File: src/rtl/hazard_pkg.sv
// Shared types for the hazard unit: forward-select codes, MDU tracker
// states and the stall-cause indices used by the stall-cycle counters.
package hazard_pkg;

  localparam logic [1:0] FWD_RF = 2'b00;
  localparam logic [1:0] FWD_W  = 2'b01;
  localparam logic [1:0] FWD_M  = 2'b10;

  typedef enum logic [1:0] {
    IDLE = 2'd0,
    BUSY = 2'd1,
    WB   = 2'd2
  } mdu_state_e;

  typedef enum logic [1:0] {
    CAUSE_LW  = 2'd0,
    CAUSE_BR  = 2'd1,
    CAUSE_MDU = 2'd2
  } stall_cause_e;

  localparam int NCAUSE = 3;

endpackage

File: src/rtl/hazard_sb_mdu_tracker.sv
// Pending-write tracker for the multi-cycle MDU. Holds the destination
// register of the single in-flight MDU op, counts down its latency and
// emits a one-cycle writeback strobe. An exception flush or a reset
// abandons the op without a strobe.
module mdu_tracker
  import hazard_pkg::*;
#(
  parameter int RW      = 5,
  parameter int MDU_LAT = 32
) (
  input  logic          clk,
  input  logic          resetn,
  input  logic          issue,
  input  logic          early,
  input  logic          excFlush,
  input  logic [RW-1:0] issueReg,
  output mdu_state_e    state,
  output logic [RW-1:0] pd,
  output logic          wb
);

  // Wide enough for MDU_LAT-2 at the top of the legal range (254).
  localparam int CW = 8;

  logic [CW-1:0] cnt;

  // Tracker FSM; wb is registered and is high exactly in the WB state.
  always_ff @(posedge clk) begin
    if (!resetn) begin
      state <= IDLE;
      cnt   <= '0;
      pd    <= '0;
      wb    <= 1'b0;
    end else if (excFlush) begin
      // Flush wins over a same-cycle issue and drops any pending write.
      state <= IDLE;
      cnt   <= '0;
      pd    <= '0;
      wb    <= 1'b0;
    end else begin
      wb <= 1'b0;
      case (state)
        IDLE: begin
          // A late issue while not IDLE is impossible (structural stall)
          // and is ignored by only accepting here.
          if (issue) begin
            state <= BUSY;
            pd    <= issueReg;
            cnt   <= CW'(MDU_LAT - 2);
          end
        end
        BUSY: begin
          if (cnt == '0 || early) begin
            state <= WB;
            wb    <= 1'b1;
            cnt   <= '0;
          end else begin
            cnt <= cnt - 1'b1;
          end
        end
        WB: begin
          state <= IDLE;
          pd    <= '0;
        end
        default: state <= IDLE;
      endcase
    end
  end

endmodule

File: src/rtl/hazard_sb.sv
// Pipeline hazard unit for the 5-stage core: combinational forwarding,
// load-use / branch-compare / MDU scoreboard stalls, and optional
// stall-cycle counters enabled by the HAZARD_PERF_EN macro.
module hazard_sb
  import hazard_pkg::*;
#(
  parameter int NREG    = 32,
  parameter int RW      = $clog2(NREG),
  parameter int MDU_LAT = 32
) (
  input  logic          clk,
  input  logic          resetn,
  input  logic [RW-1:0] rsD,
  input  logic [RW-1:0] rtD,
  input  logic [RW-1:0] writeregD,
  input  logic          regwriteD,
  input  logic          branchD,
  input  logic          mdu_opD,
  input  logic [RW-1:0] rsE,
  input  logic [RW-1:0] rtE,
  input  logic [RW-1:0] writeregE,
  input  logic          regwriteE,
  input  logic          memtoregE,
  input  logic          mdu_issueE,
  input  logic          mdu_early,
  input  logic [RW-1:0] writeregM,
  input  logic          regwriteM,
  input  logic          memtoregM,
  input  logic [RW-1:0] writeregW,
  input  logic          regwriteW,
  input  logic          exc_flush,
  output logic          stallF,
  output logic          stallD,
  output logic          flushE,
  output logic          forwardaD,
  output logic          forwardbD,
  output logic [1:0]    forwardaE,
  output logic [1:0]    forwardbE,
  output logic          mdu_busy,
  output logic          mdu_wb,
  output logic [RW-1:0] mdu_wbreg,
  output logic [31:0]   perf_lw,
  output logic [31:0]   perf_br,
  output logic [31:0]   perf_mdu
);

  mdu_state_e    mduState;
  logic [RW-1:0] pd;
  logic          lwStall, brStall, mduStall, anyStall, pdValid;

  // Register 0 is hardwired zero, so it never produces a dependency.
  function automatic logic hit(logic [RW-1:0] a, logic [RW-1:0] b);
    return (a != '0) && (a == b);
  endfunction

  // M is the younger producer, so it takes priority over W.
  function automatic logic [1:0] fwdSel(logic [RW-1:0] src,
                                        logic [RW-1:0] wM, logic rwM,
                                        logic [RW-1:0] wW, logic rwW);
    if (rwM && hit(src, wM)) return FWD_M;
    if (rwW && hit(src, wW)) return FWD_W;
    return FWD_RF;
  endfunction

  mdu_tracker #(.RW(RW), .MDU_LAT(MDU_LAT)) uTracker (
    .clk      (clk),
    .resetn   (resetn),
    .issue    (mdu_issueE),
    .early    (mdu_early),
    .excFlush (exc_flush),
    .issueReg (writeregE),
    .state    (mduState),
    .pd       (pd),
    .wb       (mdu_wb)
  );

  assign mdu_busy  = (mduState != IDLE);
  assign mdu_wbreg = pd;

  assign forwardaD = regwriteM && hit(rsD, writeregM);
  assign forwardbD = regwriteM && hit(rtD, writeregM);
  assign forwardaE = fwdSel(rsE, writeregM, regwriteM, writeregW, regwriteW);
  assign forwardbE = fwdSel(rtE, writeregM, regwriteM, writeregW, regwriteW);

  assign lwStall = memtoregE && (hit(rtE, rsD) || hit(rtE, rtD));
  assign brStall = branchD &&
                   ((regwriteE && (hit(writeregE, rsD) || hit(writeregE, rtD))) ||
                    (memtoregM && (hit(writeregM, rsD) || hit(writeregM, rtD))));

  // RAW/WAW hold through the WB cycle; the write-first regfile then
  // serves the consumer. A second MDU op waits for the tracker to drain.
  assign pdValid  = mdu_busy && (pd != '0);
  assign mduStall = (pdValid && (rsD == pd || rtD == pd || (regwriteD && writeregD == pd))) ||
                    (mdu_opD && (mdu_busy || mdu_issueE));

  assign anyStall = lwStall || brStall || mduStall;
  assign stallF   = anyStall && !exc_flush;
  assign stallD   = anyStall && !exc_flush;
  assign flushE   = anyStall || exc_flush;

`ifdef HAZARD_PERF_EN
  logic [31:0]       perfCnt [NCAUSE];
  logic [NCAUSE-1:0] cause;

  assign cause[CAUSE_LW]  = lwStall;
  assign cause[CAUSE_BR]  = brStall;
  assign cause[CAUSE_MDU] = mduStall;

  // Independent per-cause stall counters; flushed cycles are not counted.
  always_ff @(posedge clk) begin
    if (!resetn) begin
      for (int i = 0; i < NCAUSE; i++) perfCnt[i] <= '0;
    end else if (!exc_flush) begin
      for (int i = 0; i < NCAUSE; i++)
        if (cause[i]) perfCnt[i] <= perfCnt[i] + 32'd1;
    end
  end

  assign perf_lw  = perfCnt[CAUSE_LW];
  assign perf_br  = perfCnt[CAUSE_BR];
  assign perf_mdu = perfCnt[CAUSE_MDU];
`else
  assign perf_lw  = 32'd0;
  assign perf_br  = 32'd0;
  assign perf_mdu = 32'd0;
`endif

endmodule

File: config.mk
export PLATFORM = sky130hd
export DESIGN_NAME = hazard_sb
export DESIGN_NICKNAME = d
export VERILOG_FILES = /design/src/rtl/hazard_pkg.sv /design/src/rtl/hazard_sb_mdu_tracker.sv /design/src/rtl/hazard_sb.sv
export SDC_FILE = /design/constraint.sdc
export NUM_CORES = 1
export LEC_CHECK = 0
export ABC_AREA = 0
export BUFFER_PORTS_ARGS = -buffer_cell sky130_fd_sc_hd__buf_2
export CORE_ASPECT_RATIO = 1.75
export CORE_MARGIN = 1.5
export CORE_UTILIZATION = 31
export DETAILED_ROUTE_END_ITERATION = 16
export SLEW_MARGIN = 20
export SYNTH_ARGS = -nofsm -noshare
export SYNTH_HDL_FRONTEND = slang
export SYNTH_SLANG_ARGS = --single-unit
export TNS_END_PERCENT = 5
File: constraint.sdc
create_clock -name clk -period 2.4 [get_ports clk]
set_clock_uncertainty 0.15 [all_clocks]
set_input_delay 0.48 -clock clk [delete_from_list [all_inputs] [get_ports clk]]
set_output_delay 0.48 -clock clk [all_outputs]
set_load 0.02 [all_outputs]
; ---- After elaboration in Yosys (flattened, before gate mapping)
; Index checks and enable logic that the tools add are counted.
[totals]
reg_bits = 16
wordCells = 106
[op_classes]
add_sub_neg = 1
eq_ne = 19
mux = 23
bitwise_logic = 2
n_reduce_logical = 57
[op_table]
columns = operator, count
row1 = $eq 5x5->1, 15
row2 = $reduce_bool 5->1, 7
row3 = $logic_and 1x1->1, 27
row4 = $mux 2, 10
row5 = $mux 8, 2
row6 = $pmux 8 s2, 1
row7 = $logic_or 1x1->1, 12
row8 = $pmux 5 s2, 1
row9 = $logic_not 8->1, 1
row10 = $sub 8x1->8 const B, 1
row11 = $mux 1, 7
row12 = $reduce_and 2->1, 3
row13 = $reduce_bool 2->1, 3
row14 = $mux 5, 1
row15 = $pmux 2 s2, 1
row16 = $reduce_or 3->1, 1
row17 = $eq 2x1->1 const B, 1
row18 = $eq 2x2->1 const B, 1
row19 = $logic_not 2->1, 1
row20 = $ne 2x1->1 const B, 1
row21 = $ne 2x2->1 const B, 1
row22 = $not 1->1, 2
row23 = $reduce_or 2->1, 1
row24 = $logic_not 1->1, 1

; ---- Logic depth before layout (Yosys ltp)
; Gate-level depths: netlist of the first run.
[logic_depth]
word_depth = 9
depth_mapped = 8
mapped_depth_nobuf = 7

; ---- Hierarchy
; Synthesis of the first run repeated with hierarchy kept, for this count alone.
[unflattened]
cells_unflattened = 333
area_unflattened_um2 = 2572.5
[by_module_without_submodules]
columns = module, n_inst, cells_each, area_per_inst_um2, seq_area_each_um2
row1 = hazard_sb, 1, 239, 1740.4, 0.0
row2 = mdu_tracker, 1, 94, 832.0, 320.3

; ---- Worst setup path after synthesis of the first run
; Ideal clock, no wire load.
[synth_timing]
kind = input to output
start = in rtE[4]
end = out forwardbE[0]
t_arrival_ns = 1.998
slack_ns = -0.228
cell_stages = 5
path_cell_list = clkbuf_1 -> or4_4 -> nor2_4 -> nor4_1 -> nor4_2
[synth_between]
elab_chain_len = 7
word_cells_on_any_way = 13
cone_classes = 2 x eq/ne / 6 x mux / 5 x reduce/logical
[synth_rtl]
columns = element, line
row1 = start: declaration, hazard_sb.sv:20  ; input logic [RW-1:0] rtE,
row2 = $eq 5x5->1 or $reduce_bool 5->1 (tied branches), hazard_sb.sv:53  ; return (a != '0) && (a == b);
row3 = $logic_and 1x1->1, hazard_sb.sv:53
row4 = $logic_and 1x1->1, hazard_sb.sv:61  ; if (rwW && hit(src, wW)) return FWD_W;
row5 = $mux 1 (2 in series), hazard_sb.sv:61
row6 = $mux 2, hazard_sb.sv:62  ; return FWD_RF;
row7 = $mux 2 (*), hazard_sb.sv:61
row8 = end: declaration, hazard_sb.sv:38  ; output logic [1:0] forwardbE,
; Every way passes the cells marked *; elsewhere a longest branch is shown, timed or not. The select of a mux whose other input is x is not followed.

; ---- Worst setup path in the final report of the first run
[layout_timing]
start = in rtE[2]
end = out flushE
[layout_between]
elab_chain_len = 7
word_cells_on_any_way = 10
cone_classes = 2 x eq/ne / 8 x reduce/logical
[layout_rtl]
columns = element, line
row1 = $eq 5x5->1 or $reduce_bool 5->1 (tied branches), hazard_sb.sv:53
row2 = $logic_and 1x1->1, hazard_sb.sv:53
row3 = $logic_or 1x1->1 (*), hazard_sb.sv:85  ; assign lwStall = memtoregE && (hit(rtE, rsD) || hit(rtE, rtD));
row4 = $logic_and 1x1->1 (*), hazard_sb.sv:85
row5 = $logic_or 1x1->1 (*) (2 in series), hazard_sb.sv:96  ; assign anyStall = lwStall || brStall || mduStall;
row6 = $logic_or 1x1->1 (*), hazard_sb.sv:99  ; assign flushE = anyStall || exc_flush;
row7 = end: declaration, hazard_sb.sv:34  ; output logic flushE,
; Every way passes the cells marked *; elsewhere a longest branch is shown, timed or not.

==> results of run 1 <==
==> stage by stage <==
| step | instances | power (W) | area (um^2) | hold WS (ps) | setup TNS [ps] |
|---|---|---|---|---|---|
| 2_1_floorplan | 424 | 0.000750 | 2860 | 299 | -149 |
| 3_3_place_gp | 491 | 0.000759 | 2740 | 306 | -630 |
| 3_5_place_dp | 491 | 0.000766 | 2740 | 337 | -642 |
| 4_1_cts | 495 | 0.00109 | 2860 | 345 | -471 |
| 5_1_grt | 495 | 0.00116 | 2910 | 362 | -814 |
| 6_report | 495 | 0.00110 | 2910 | 341 | -443 |
==> where the power goes <==
group          switching [W]  total [W]  internal [W]  leakage (nW)
registers          0.0000117   0.000287      0.000275         0.132
clock network      0.0000984   0.000317      0.000218        0.0370
logic               0.000319   0.000495      0.000176          1.21
==> kinds of logic (layout without fill, tap and decap cells) <==
| logic type | Yosys count | in the layout |
|---|---|---|
| buf+inv | 130 | 113 |
| simple gates | 76 | 76 |
| xor+xnor | 65 | 65 |
| compound gates | 38 | 38 |
| flops | 16 | 16 |
| fa+ha+maj | 2 | 2 |
| other cells | 1 | 96 |
| mux | 1 | 1 |
==> layout make-up <==
type,count,area (um^2)
flip-flops and latches,16,324
repair buffers,105,667
multi-input cells,278,1720
clock buffers,3,75.1
well taps,88,110
fillers,801,4710
inverters,5,18.8
==> synthesized netlist by cell type (all sizes together), types with 2 or more instances <==
library cell    n  area share [%]
or4             6             2.0
nor2           23             4.1
nand2b          3            0.76
nand3          10             2.4
nand4           5             1.3
nand3b          2            0.61
buf           105              31
nor4            6             1.8
dfxtp          16              13
nand2           4            0.61
a21oi          12             2.4
xor2           32              11
xnor2          33              12
ha              2             1.0
o31ai           2            0.61
clkbuf         20             3.0
nor3           11             2.2
o21ai          11             2.4
nor3b           2            0.61
a22oi           4             1.2
nor2b           2            0.51
inv             5            0.76
a221oi          3             1.3
==> worst reg2reg max path: stages, from the launching register on <==
cell and delay, ps:
dfxtp_1 400, inv_1 90, ha_1 200, a41o_1 290, nor3_1 290, a21oi_1 100
a311oi_1 250
==> metal layers <==
layer,up-vias,global-route usage [%]
li1,1044,-
met1,999,15.0
met2,116,28.8
met3,10,1.33
met4,0,2.88
met5,-,0
==> timing repair <==
| item | 4_1_cts | 5_1_grt |
|---|---|---|
| resized for setup | 12 | 10 |
| setup buffers | 1 | 0 |
| endpoints found under the setup margin | 5 | 6 |
| pin swaps | 3 | 5 |
==> state kept, by name, summed over array words and instances (netlist names) <==
signal and cells:
uTracker.cnt 8, uTracker.pd 5, uTracker.state 2, uTracker.wb 1
==> worst min-delay path by stage <==
stage | start | endpoint | slack [ps] | cells past startpoint
CTS | uTracker.cnt[6] | uTracker.cnt[6] | 350 | 2
global route | uTracker.cnt[4] | uTracker.cnt[4] | 360 | 2
floorplan | uTracker.cnt[7] | uTracker.cnt[7] | 300 | 1
global placement | uTracker.cnt[4] | uTracker.cnt[4] | 310 | 2
detailed placement | uTracker.cnt[4] | uTracker.cnt[4] | 340 | 2
finish | uTracker.cnt[4] | uTracker.cnt[4] | 340 | 2
==> reports/qor.yml, run 1 <==
period_share_pct: 105
antenna_violations_before_repair: 0
maxUsedRoutingLayer: "met4"
wl_met1_mm: 2.08
syn_inst: 329
groute.usage.overall_pct: 14.1
yosys.area_share.simple_pct: 17.4
largest_net_degree_at_the_start_of_global_routing: 17
grt_pass1_vias: 1979
path_class: "input port to primary output"
synth_enable_flop_cells: 0
crit_path_top_cell_by_count: "buf_6"
crit_path_top_delay_cell: "or4_4"
grt_setup_unrepaired: "true"
worst_setup_path_startpoint: "rtE[2]"
max_slew_margin_pct: 58.3
num_antenna_cells: 0
maxClockFrequency_mhz: 395
vdd.ir_drop.worst_uv: 426
dieWidth_um: 70.5
cts_root_buffer: "clkbuf_16"
flow.area_growth_from_synthesis_pct: 17.9
mostFrequentLayoutCell: "conb_1"
synthFlopType: "dfxtp_1"
worstPathMaxFanout: 2
ys_warn_count: 0
synth-compound-area-share_pct: 9.88
insertion_delay_ps: 240
share_of_final_layout_standard_cells_stronger_than_drive_strength_1_pct: 31.2
ys_ff_latch: 16
timing_max_transition_violations_final: 0
power_per_cell_area_nw_per_um2: 377
first_pass_grt_wire_length_mm: 9.66
cts_max_level: 1
hold_path_class: "flop to flop"
wp_depth: 8
place.detailed.hpwl_mm: 5.33
reg2reg_capture_point: "uTracker.cnt[7]"
critPathRequiredTime_ps: 1770
met3WireLength_um: 382
synth_top_family_by_area: "buffers and inverters"
detailedPlace.worstSlack_ps: -202
synthesis.area_um2: 2470
tritoncts: "done"
layout.nets: 464
syn_area_per_cell_um2: 7.51
initial_core_util_pct: 32.4
finalCriticalPeriod_ps: 2530
synth_adder_area_share_pct: 1.01
wl_per_cell_um: 12.5
critical_path_start_type: "input port"
drt-pass1-iter-count: 4
met2RoutedLength_mm: 3.63
synth.lib_cells_used.distinct: 42
finalHoldViolCount: 0
full_die_area_um2: 8530
ant_nets: 0
finalWeightedCongestion: 0.845
dr.first_iter.drc_count: 66
crit_chain: "buf_6 > or4_4 > o21ai_4 > a21oi_4 > a221oi_2 > buf_4 > nand3b_1 > buf_6"
launch_point_of_the_worst_reg_to_reg_path: "uTracker.cnt[0]"
worstRegToRegCells: 6
cts.sinks: 16
cts_buffer_depth: 2
share_of_cell_area_taken_by_muxes_after_synthesis_pct: 0.405
rows: 42
ioPinCount: 165
max-cap-violations: 0
core-area_um2: 7620
arr_time_crit_path_ps: 1900
status: "finished, violations left"
violations: "setup timing"
synth_async_sr_flop_share_pct: 0
globalRouteOverflowTotal: 0
detailroute.via_count: 2169
power_leakage_nw: 1.38
crit_buf_inv: 3
final_ws_setup_ps: -131
remaining_drc_errors: 0
max_slew.worst_pin.slew_ps: 626
crit_end: "flushE"
synth.yosys.seq_area_share_pct: 13.0
cts_buffers: 3
crit_path_max_incr_delay_ps: 540
critPathTopFamily: "simple AND/OR/NAND/NOR gates"
die_height_um: 121
post_cts_hold_buffer_count: 0
avgViaCountPerCell: 4.38
endpoint_kind: "primary output"
final_number_of_setup_violating_endpoints: 5
post_synth_xor_area_fraction_pct: 23.0
final_util_pct: 38.2
layout.cells.most_common_list: "conb_1 (96), buf_2 (61), buf_4 (38), xnor2_1 (33), xor2_1 (32)"
ff_to_ff_setup_slack_ps: 530
wl_mm: 6.18
clk_pin_slew_ps: 50
port_buffers: 68
No activity file was read; power rests on OpenSTA's default activity.
==> inputs of run 2 (changes only) <==
--- a/config.mk
+++ b/config.mk
@@ -8,8 +8,8 @@
 export ABC_AREA = 0
 export BUFFER_PORTS_ARGS = -buffer_cell sky130_fd_sc_hd__buf_2
 export CORE_ASPECT_RATIO = 1.75
-export CORE_MARGIN = 1.5
 export CORE_UTILIZATION = 31
+export CTS_BUF_LIST = sky130_fd_sc_hd__clkbuf_4
 export DETAILED_ROUTE_END_ITERATION = 16
 export SLEW_MARGIN = 20
 export SYNTH_ARGS = -nofsm -noshare
==> reports/qor.yml, run 2 (synthesis results as in run 1) <==
dr.first_iter.drc_count: 71
final.hold.worst_slack_ps: 354
dieWidth_um: 69.5
max_slew.worst_pin.slew_ps: 617
crit_end: "flushE"
avgViaCountPerCell: 4.36
critical_path_start_type: "input port"
post_cts_hold_buffer_count: 0
largest_register_ff_count: 8
ff_to_ff_setup_slack_ps: 560
grt_setup_unrepaired: "true"
vdd.ir_drop.worst_uv: 187
share_of_final_layout_standard_cells_stronger_than_drive_strength_1_pct: 31.4
worst_setup_path_startpoint: "rtE[1]"
cts_root_buffer: "clkbuf_4"
period_share_pct: 105
clk_pin_slew_ps: 90
layout.nets: 461
timing_max_transition_violations_final: 0
top_register: "uTracker.cnt"
arr_time_crit_path_ps: 1900
finalWeightedCongestion: 0.881
core-area_um2: 7620
critPathRequiredTime_ps: 1770
finalCriticalPeriod_ps: 2530
largest_registers: "uTracker.cnt (8), uTracker.pd (5), uTracker.state (2)"
full_die_area_um2: 8340
cts_buffer_depth: 2
worstRegToRegCells: 6
place.detailed.hpwl_mm: 5.29
cts_max_level: 1
grt_pass1_vias: 1998
insertion_delay_ps: 290
tritoncts: "done"
max-cap-violations: 0
detailroute.via_count: 2144
maxClockFrequency_mhz: 395
timing.hold.worst_path_depth: 2
die_height_um: 120
final_number_of_setup_violating_endpoints: 4
layout.cells.most_common_list: "conb_1 (96), buf_2 (64), buf_4 (38), xnor2_1 (33), xor2_1 (32)"
flow.area_growth_from_synthesis_pct: 12.4
wl_mm: 6.04
launch_point_of_the_worst_reg_to_reg_path: "uTracker.cnt[0]"
port_buffers: 68
globalRouteOverflowTotal: 0
wl_per_cell_um: 12.3
ioPinCount: 165
reg2reg_capture_point: "uTracker.cnt[7]"
endpoint_kind: "primary output"
largest_net_degree_at_the_start_of_global_routing: 17
finalHoldViolCount: 0
multi_input_comb_area_um2: 1690
cts.sinks: 16
ant_nets: 0
rows: 42
num_antenna_cells: 0
max_slew_margin_pct: 58.9
groute.usage.overall_pct: 14.2
cts_buffers: 3
power_per_cell_area_nw_per_um2: 325
first_pass_grt_wire_length_mm: 9.56
drt-pass1-iter-count: 4
antenna_violations_before_repair: 0
violations: "setup timing"
power_leakage_nw: 1.33
hold_path_class: "flop to flop"
initial_core_util_pct: 32.4
fillers: 829
worstPathMaxFanout: 2
path_class: "input port to primary output"
mostFrequentLayoutCell: "conb_1"
ff_latch_area_um2: 329
final_ws_setup_ps: -129
status: "finished, violations left"
final_util_pct: 36.4
remaining_drc_errors: 0
-- run 2: changes by cell type in the layout (fill, tap and decap cells not counted), sizes merged --
| cell | change |
|---|---|
| buf | -3 |
-- run 2: how the worst min path moves through the flow --
stage	end	from
2_1_floorplan	uTracker.cnt[7]	uTracker.cnt[7]
3_3_place_gp	uTracker.cnt[4]	uTracker.cnt[4]
4_1_cts	uTracker.cnt[6]	uTracker.cnt[6]
6_report	uTracker.cnt[6]	uTracker.cnt[6]
5_1_grt	uTracker.cnt[7]	uTracker.cnt[7]
3_5_place_dp	uTracker.cnt[6]	uTracker.cnt[6]
-- run 2: what timing repair did --
item,CTS,global route
cloned,0,0
setup buffers,0,0
endpoints found under the setup margin,5,5
gates resized for setup,8,8
pin swaps,0,2
-- run 2: metal layers --
layer / part of all wire (%) / vias to the layer above / global-route usage (%)
li1: - / 1038 / -
met1: 33 / 987 / 14.3
met2: 60 / 111 / 29.4
met5: 0 / - / 0
met3: 6.0 / 8 / 2.02
met4: 1.1 / 0 / 3.44
-- run 2: worst max-delay path, cell delays in order --
cell      delay [ps]
buf_2            110
or4_4            530
o21ai_2          150
a21oi_2           60
a221oi_2         170
buf_4            160
nand3b_1          70
buf_2            170
-- run 2: area by class of cell --
class                           count  share of cell area [%]
Inverter                            5                   0.676
Multi-Input combinational cell    278                    60.9
Sequential cell                    16                    11.9
Timing Repair Buffer              102                    21.8
Clock buffer                        3                   0.812
Tap cell                           88                    3.97
-- run 2: through the flow --
stage	TNS, ps	power (W)	worst slack [ps]	instance area [um^2]	instances
after floorplan	-149	0.000750	-98.6	2860	424
after global placement	-606	0.000756	-156	2710	489
after detailed placement	-713	0.000762	-195	2710	489
after CTS	-580	0.000904	-155	2760	492
after global routing	-882	0.000967	-224	2780	492
final	-422	0.000903	-129	2780	492
-- run 2: report_power, final --
group / total [W] / switching, W / internal [W]
logic: 0.000476 / 0.000312 / 0.000164
clock network: 0.000142 / 0.0000840 / 0.0000585
registers: 0.000285 / 0.0000118 / 0.000273
total: 0.000903 / 0.000407 / 0.000496
